## config.mk

```make
export PLATFORM = sky130hd
export DESIGN_NAME = mmu_walk_arbiter
export DESIGN_NICKNAME = d
export VERILOG_FILES = /design/src/rtl/mmu_pkg.sv /design/src/rtl/mmu_arb_pick.sv /design/src/rtl/mmu_walk_arbiter.sv
export SDC_FILE = /design/constraint.sdc
export NUM_CORES = 1
export LEC_CHECK = 0
export BUFFER_PORTS_ARGS = -buffer_cell sky130_fd_sc_hd__buf_2
export CAP_MARGIN = 10
export CORE_UTILIZATION = 42
export CTS_CLUSTER_SIZE = 16
export DETAILED_ROUTE_END_ITERATION = 6
export GPL_TIMING_DRIVEN = 0
export PLACE_DENSITY = 0.81
export SETUP_SLACK_MARGIN = 0.02
export SLEW_MARGIN = 30
export SYNTH_ARGS = -nofsm -noshare
export SYNTH_HDL_FRONTEND = slang
export SYNTH_HIERARCHICAL = 1
export SYNTH_SLANG_ARGS = --single-unit
```

## constraint.sdc

```tcl
create_clock -name clk -period 1.8 [get_ports clk]
set_clock_uncertainty 0.15 [all_clocks]
set_input_delay 0.09 -clock clk [delete_from_list [all_inputs] [get_ports clk]]
set_output_delay 0.09 -clock clk [all_outputs]
set_load 0.005 [all_outputs]
```

## src/rtl/mmu_pkg.sv

```systemverilog
// Shared owner encodings and arbiter state type for the MMU page-table walk arbiter.
package mmu_pkg;

  localparam logic OWN_I = 1'b0;
  localparam logic OWN_D = 1'b1;

  typedef enum logic [1:0] {
    ST_IDLE = 2'd0,
    ST_BUS  = 2'd1,
    ST_RESP = 2'd2
  } arb_state_e;

endpackage

```

## src/rtl/mmu_arb_pick.sv

```systemverilog
// Combinational winner select between the I-MMU and D-MMU walk requests.
// Define MMU_ARB_RR_EN for round-robin on ties; otherwise D-MMU has fixed priority.
module mmu_arb_pick
  import mmu_pkg::*;
(
  input  logic i_req_i,
  input  logic i_req_d,
  input  logic i_owner,
  output logic o_win
);

`ifdef MMU_ARB_RR_EN
  always_comb begin
    o_win = OWN_I;
    if (i_req_i && i_req_d) begin
      // Tie goes to whoever was not served last.
      o_win = ~i_owner;
    end else if (i_req_d) begin
      o_win = OWN_D;
    end
  end
`else
  always_comb begin
    o_win = OWN_I;
    if (i_req_d) begin
      o_win = OWN_D;
    end
  end
`endif

endmodule

```

## src/rtl/mmu_walk_arbiter.sv

```systemverilog
// Shares one page-table fetch port between the I-MMU and D-MMU; one walk read in flight at a time.
// Arbitration policy selected by MMU_ARB_RR_EN (see mmu_arb_pick).
module mmu_walk_arbiter
  import mmu_pkg::*;
#(
  parameter int ADDR_W = 32,
  parameter int DATA_W = 32
) (
  input  logic              clk,
  input  logic              rst,
  input  logic              suspend,
  input  logic              i_ren,
  input  logic [ADDR_W-1:0] i_addr,
  output logic              i_ack,
  output logic [DATA_W-1:0] i_data,
  input  logic              d_ren,
  input  logic [ADDR_W-1:0] d_addr,
  output logic              d_ack,
  output logic [DATA_W-1:0] d_data,
  output logic              m_ren,
  output logic [ADDR_W-1:0] m_addr,
  input  logic              m_ack,
  input  logic [DATA_W-1:0] m_data,
  output logic              busy,
  output logic              owner
);

  arb_state_e        r_state;
  arb_state_e        w_state_nxt;
  logic              r_owner;
  logic              r_m_ren;
  logic [ADDR_W-1:0] r_m_addr;
  logic              r_i_ack;
  logic              r_d_ack;
  logic [DATA_W-1:0] r_i_data;
  logic [DATA_W-1:0] r_d_data;
  logic              w_win;
  logic              w_grant;
  logic              w_mem_done;

  mmu_arb_pick u_pick (
    .i_req_i (i_ren),
    .i_req_d (d_ren),
    .i_owner (r_owner),
    .o_win   (w_win)
  );

  assign w_grant    = (r_state == ST_IDLE) && !suspend && (i_ren || d_ren);
  assign w_mem_done = (r_state == ST_BUS) && m_ack;

  always_ff @(posedge clk or negedge rst) begin
    if (!rst) begin
      r_state <= ST_IDLE;
    end else begin
      r_state <= w_state_nxt;
    end
  end

  always_comb begin
    w_state_nxt = r_state;
    case (r_state)
      ST_IDLE: if (w_grant)    w_state_nxt = ST_BUS;
      ST_BUS:  if (w_mem_done) w_state_nxt = ST_RESP;
      ST_RESP: w_state_nxt = ST_IDLE;
      default: w_state_nxt = ST_IDLE;
    endcase
  end

  always_ff @(posedge clk or negedge rst) begin
    if (!rst) begin
      r_owner  <= OWN_I;
      r_m_ren  <= 1'b0;
      r_m_addr <= '0;
      r_i_ack  <= 1'b0;
      r_d_ack  <= 1'b0;
      r_i_data <= '0;
      r_d_data <= '0;
    end else begin
      r_i_ack <= 1'b0;
      r_d_ack <= 1'b0;
      if (w_grant) begin
        r_owner  <= w_win;
        r_m_addr <= (w_win == OWN_D) ? d_addr : i_addr;
        r_m_ren  <= 1'b1;
      end
      if (w_mem_done) begin
        r_m_ren <= 1'b0;
        if (r_owner == OWN_D) begin
          r_d_data <= m_data;
        end else begin
          r_i_data <= m_data;
        end
      end
      // A requester that withdrew its ren before the response simply never sees an ack.
      if (r_state == ST_RESP) begin
        r_i_ack <= (r_owner == OWN_I) && i_ren;
        r_d_ack <= (r_owner == OWN_D) && d_ren;
      end
    end
  end

  assign i_ack  = r_i_ack;
  assign i_data = r_i_data;
  assign d_ack  = r_d_ack;
  assign d_data = r_d_data;
  assign m_ren  = r_m_ren;
  assign m_addr = r_m_addr;
  assign busy   = (r_state != ST_IDLE);
  assign owner  = r_owner;

endmodule
```

==> metrics.txt <==
post-route design area=~7000 um^2; Cells after Synth=~260; slack of the critical path=-0.004643 ns; Hold Vio Cnt, Final=0; crit path time final=1.805 ns; sum of negative setup slack=-0.004643 ns; detailed-routing iteration count for the pre-antenna-repair pass=5; number of synthesized register bits=102; drt total wl=approximately 15000 um; Least-Margin Pin Slew=between 0.6 and 0.7 ns; Net count, final=slightly below 700; Crit path required time=about 1.9 ns; maximum vdd drop=about 0.73 mV; last weighted congestion value of the routability-driven placer=a little under 0.7; Yosys warning total=6; post-synthesis average cell area=roughly 16 um^2; detailed-route DRC error count=0; x dimension of the die=between 100 and 150 um; Clock Tree Buf Depth=2; DP HPWL=between 7000 and 8000 um; PnR Total Power=approximately 9 mW; Congestion Overflow GR=0; headroom to the max-slew limit=between 50% and 60%; floorplan core area=between 9000 and 10000 um^2; Tot GR Track Use=between 20% and 30%; total power per unit cell area=1282 nW/um^2; fraction of the cycle the final worst path needs=100.3%; number of DRC markers in iteration 0=approximately 130; I/O Buffers=202; endpoint kind of the worst setup timing path=flop; Via-to-Cell Ratio=4.984; number of max-capacitance violations reported=0; Num Clock Sinks=slightly above 100; total die area=a little over 10000 um^2; clock tree from TritonCTS=built; Mapped Nets=roughly 360; vias after detailed routing=approximately 3600; largest driver fanout on the critical path=5; Syn-to-layout area delta=66.61%; vias in the first global route=around 3900; number of distinct library cells after synthesis=18; Arrival @ worst endpoint=1.90 ns; number of antenna violations at the first check in global routing=2; # rows=36; height of the die=a little over 100 um; top achievable clock speed=~0.55 GHz; remaining antenna violation count=0; leakage power total=between 3 and 4 nW; Ports=~200; fraction of the yosys area taken by sequential cells=61.04%; Clk Latency, worst-skew pair=~0.36 ns; clock transition at the register clock pins on the worst setup and hold paths after CTS=approximately 0.12 ns; total setup violations reported at the end of the flow=1; pin count of the biggest net entering global routing=54; effective utilization at floorplan=approximately 43%; global-route wire length before repair=19020 um; run status=finished, violations left; CTS Root Cell=sky130_fd_sc_hd__clkbuf_8; setup repair after global routing missed its margin=true; DP Worst Slack=-0.2203 ns; Hold Path Class=in2async; instance area at placement=approximately 5400 um^2; CTS HTree Levels=3; ratio of cells with drive above 1 in the final layout=around 64%; Routed wire per std cell=around 20 um; Max Slew Vio Count=0; WS Path Type=reg2reg; area of the mapped netlist=about 4200 um^2; number of buffers added by the clock tree synthesis step=9; violations in the final reports=negative setup slack; startpoint type of the worst setup path=flop
-- state kept, by name, summed over array words and instances (netlist names) --
signal,flops
d_data,32
i_data,32
m_addr,32
r_state,2
d_ack,1
i_ack,1
m_ren,1
owner,1
-- cell usage after synthesis --
cell type	count	area, um^2
sky130_fd_sc_hd__nor4bb_1	1	10.01
sky130_fd_sc_hd__or2_2	1	6.260
sky130_fd_sc_hd__dfrtp_1	102	2552
sky130_fd_sc_hd__inv_1	1	3.750
sky130_fd_sc_hd__buf_6	3	33.78
sky130_fd_sc_hd__buf_4	1	7.510
sky130_fd_sc_hd__nand3b_1	1	7.510
sky130_fd_sc_hd__clkbuf_1	3	11.26
sky130_fd_sc_hd__nor3_4	1	16.27
sky130_fd_sc_hd__nand2_1	1	3.750
sky130_fd_sc_hd__mux2_2	127	1430
sky130_fd_sc_hd__nor2_1	2	7.510
sky130_fd_sc_hd__o21a_1	1	7.510
sky130_fd_sc_hd__mux2_1	2	22.52
sky130_fd_sc_hd__or2_4	1	8.760
sky130_fd_sc_hd__buf_2	7	35.03
sky130_fd_sc_hd__and4b_1	1	10.01
sky130_fd_sc_hd__nor3b_1	1	7.510
-- metrics by stage --
step | util, % | instances | hold slack (ns)
CTS | 68.83 | 716 | 0.005263
global route | 71.60 | 731 | 0.1048
floorplan | - | 257 | -0.3556
finish | 71.60 | 731 | 0.05232
detailed placement | 55.43 | 593 | -0.08573
global placement | 55.08 | 592 | 0.1831
-- power breakdown --
part	internal [mW]	leakage (nW)	total, mW	switching (mW)
Sequential	3.31	1.22	3.94	0.628
Combinational	2.04	2.05	3.34	1.31
Clock	0.806	0.114	1.65	0.841
Total	6.16	3.38	8.93	2.78
-- critical path, cell delays in order (launching register included) --
cell and delay, ns:
sky130_fd_sc_hd__dfrtp_1 0.43, sky130_fd_sc_hd__or2_4 0.26, sky130_fd_sc_hd__nor3_4 0.20, sky130_fd_sc_hd__buf_6 0.18
sky130_fd_sc_hd__clkbuf_16 0.16, sky130_fd_sc_hd__mux2_1 0.33
-- worst paths after layout --
| kind | start | endpoint | slack [ns] | cells past startpoint |
|---|---|---|---|---|
| setup / recovery | r_state[0] | owner | -0.005 | 5 |
| hold / removal | rst | m_addr[25] | 0.05 | 2 |
| setup reg to reg | r_state[0] | owner | -0.005 | 5 |
| hold reg to reg | m_ren | m_ren | 0.35 | 1 |
| max in group asynchronous | rst | i_data[8] | 0.80 | 3 |
| min in group clk | m_ack | m_ren | 0.14 | 4 |
-- cell families (layout without fill, tap and decap cells) --
logic type / Yosys count / in the layout / synth area share (%)
compound gates: 1 / 1 / 0.1796
flops: 102 / 102 / 61.04
mux: 129 / 129 / 34.74
simple gates: 10 / 10 / 1.856
other cells: 0 / 2 / 0
buf+inv: 15 / 354 / 2.184
-- routing by layer --
metal / GRT usage [%] / share of wire (%)
met5: 0 / 0
met4: 11.15 / 4.5
met1: 25.72 / 36
met2: 45.22 / 52
met3: 7.039 / 7.3
-- area by class of cell --
type,instances,area [um^2]
tap,133,166.4
clock inverter,7,103.9
multi-input combinational,140,1612
antenna,2,5.005
inverter,1,3.754
clock buffer,9,123.9
sequential,102,2552
fill,607,2763
buffer,14,132.6
timing repair buffer,323,2267
-- what timing repair did --
item | in CTS | in global routing
hold buffers | 101 | 0
buffers inserted | 5 | 10
resized for setup | 8 | 28
endpoints found under the hold margin | 202 | 0
pin swaps | 1 | 3
endpoints found under the setup margin | 76 | 93
gates cloned | 1 | 3
-- cell usage in the layout, fill, tap and decap left out, drive strengths merged --
cell type / netlist / routed
or2: 2 / 2
buf: 11 / 230
inv: 1 / 4
nand2: 1 / 1
nor2: 2 / 2
nor3: 1 / 1
nor3b: 1 / 1
o21a: 1 / 1
clkinvlp: 0 / 1
clkinv: 0 / 1
diode: 0 / 2
dfrtp: 102 / 102
nor4bb: 1 / 1
dlygate4sd3: 0 / 101
and4b: 1 / 1
mux2: 129 / 129
clkbuf: 3 / 15
nand3b: 1 / 1
bufinv: 0 / 2
Power figures use the tool's default switching activity.
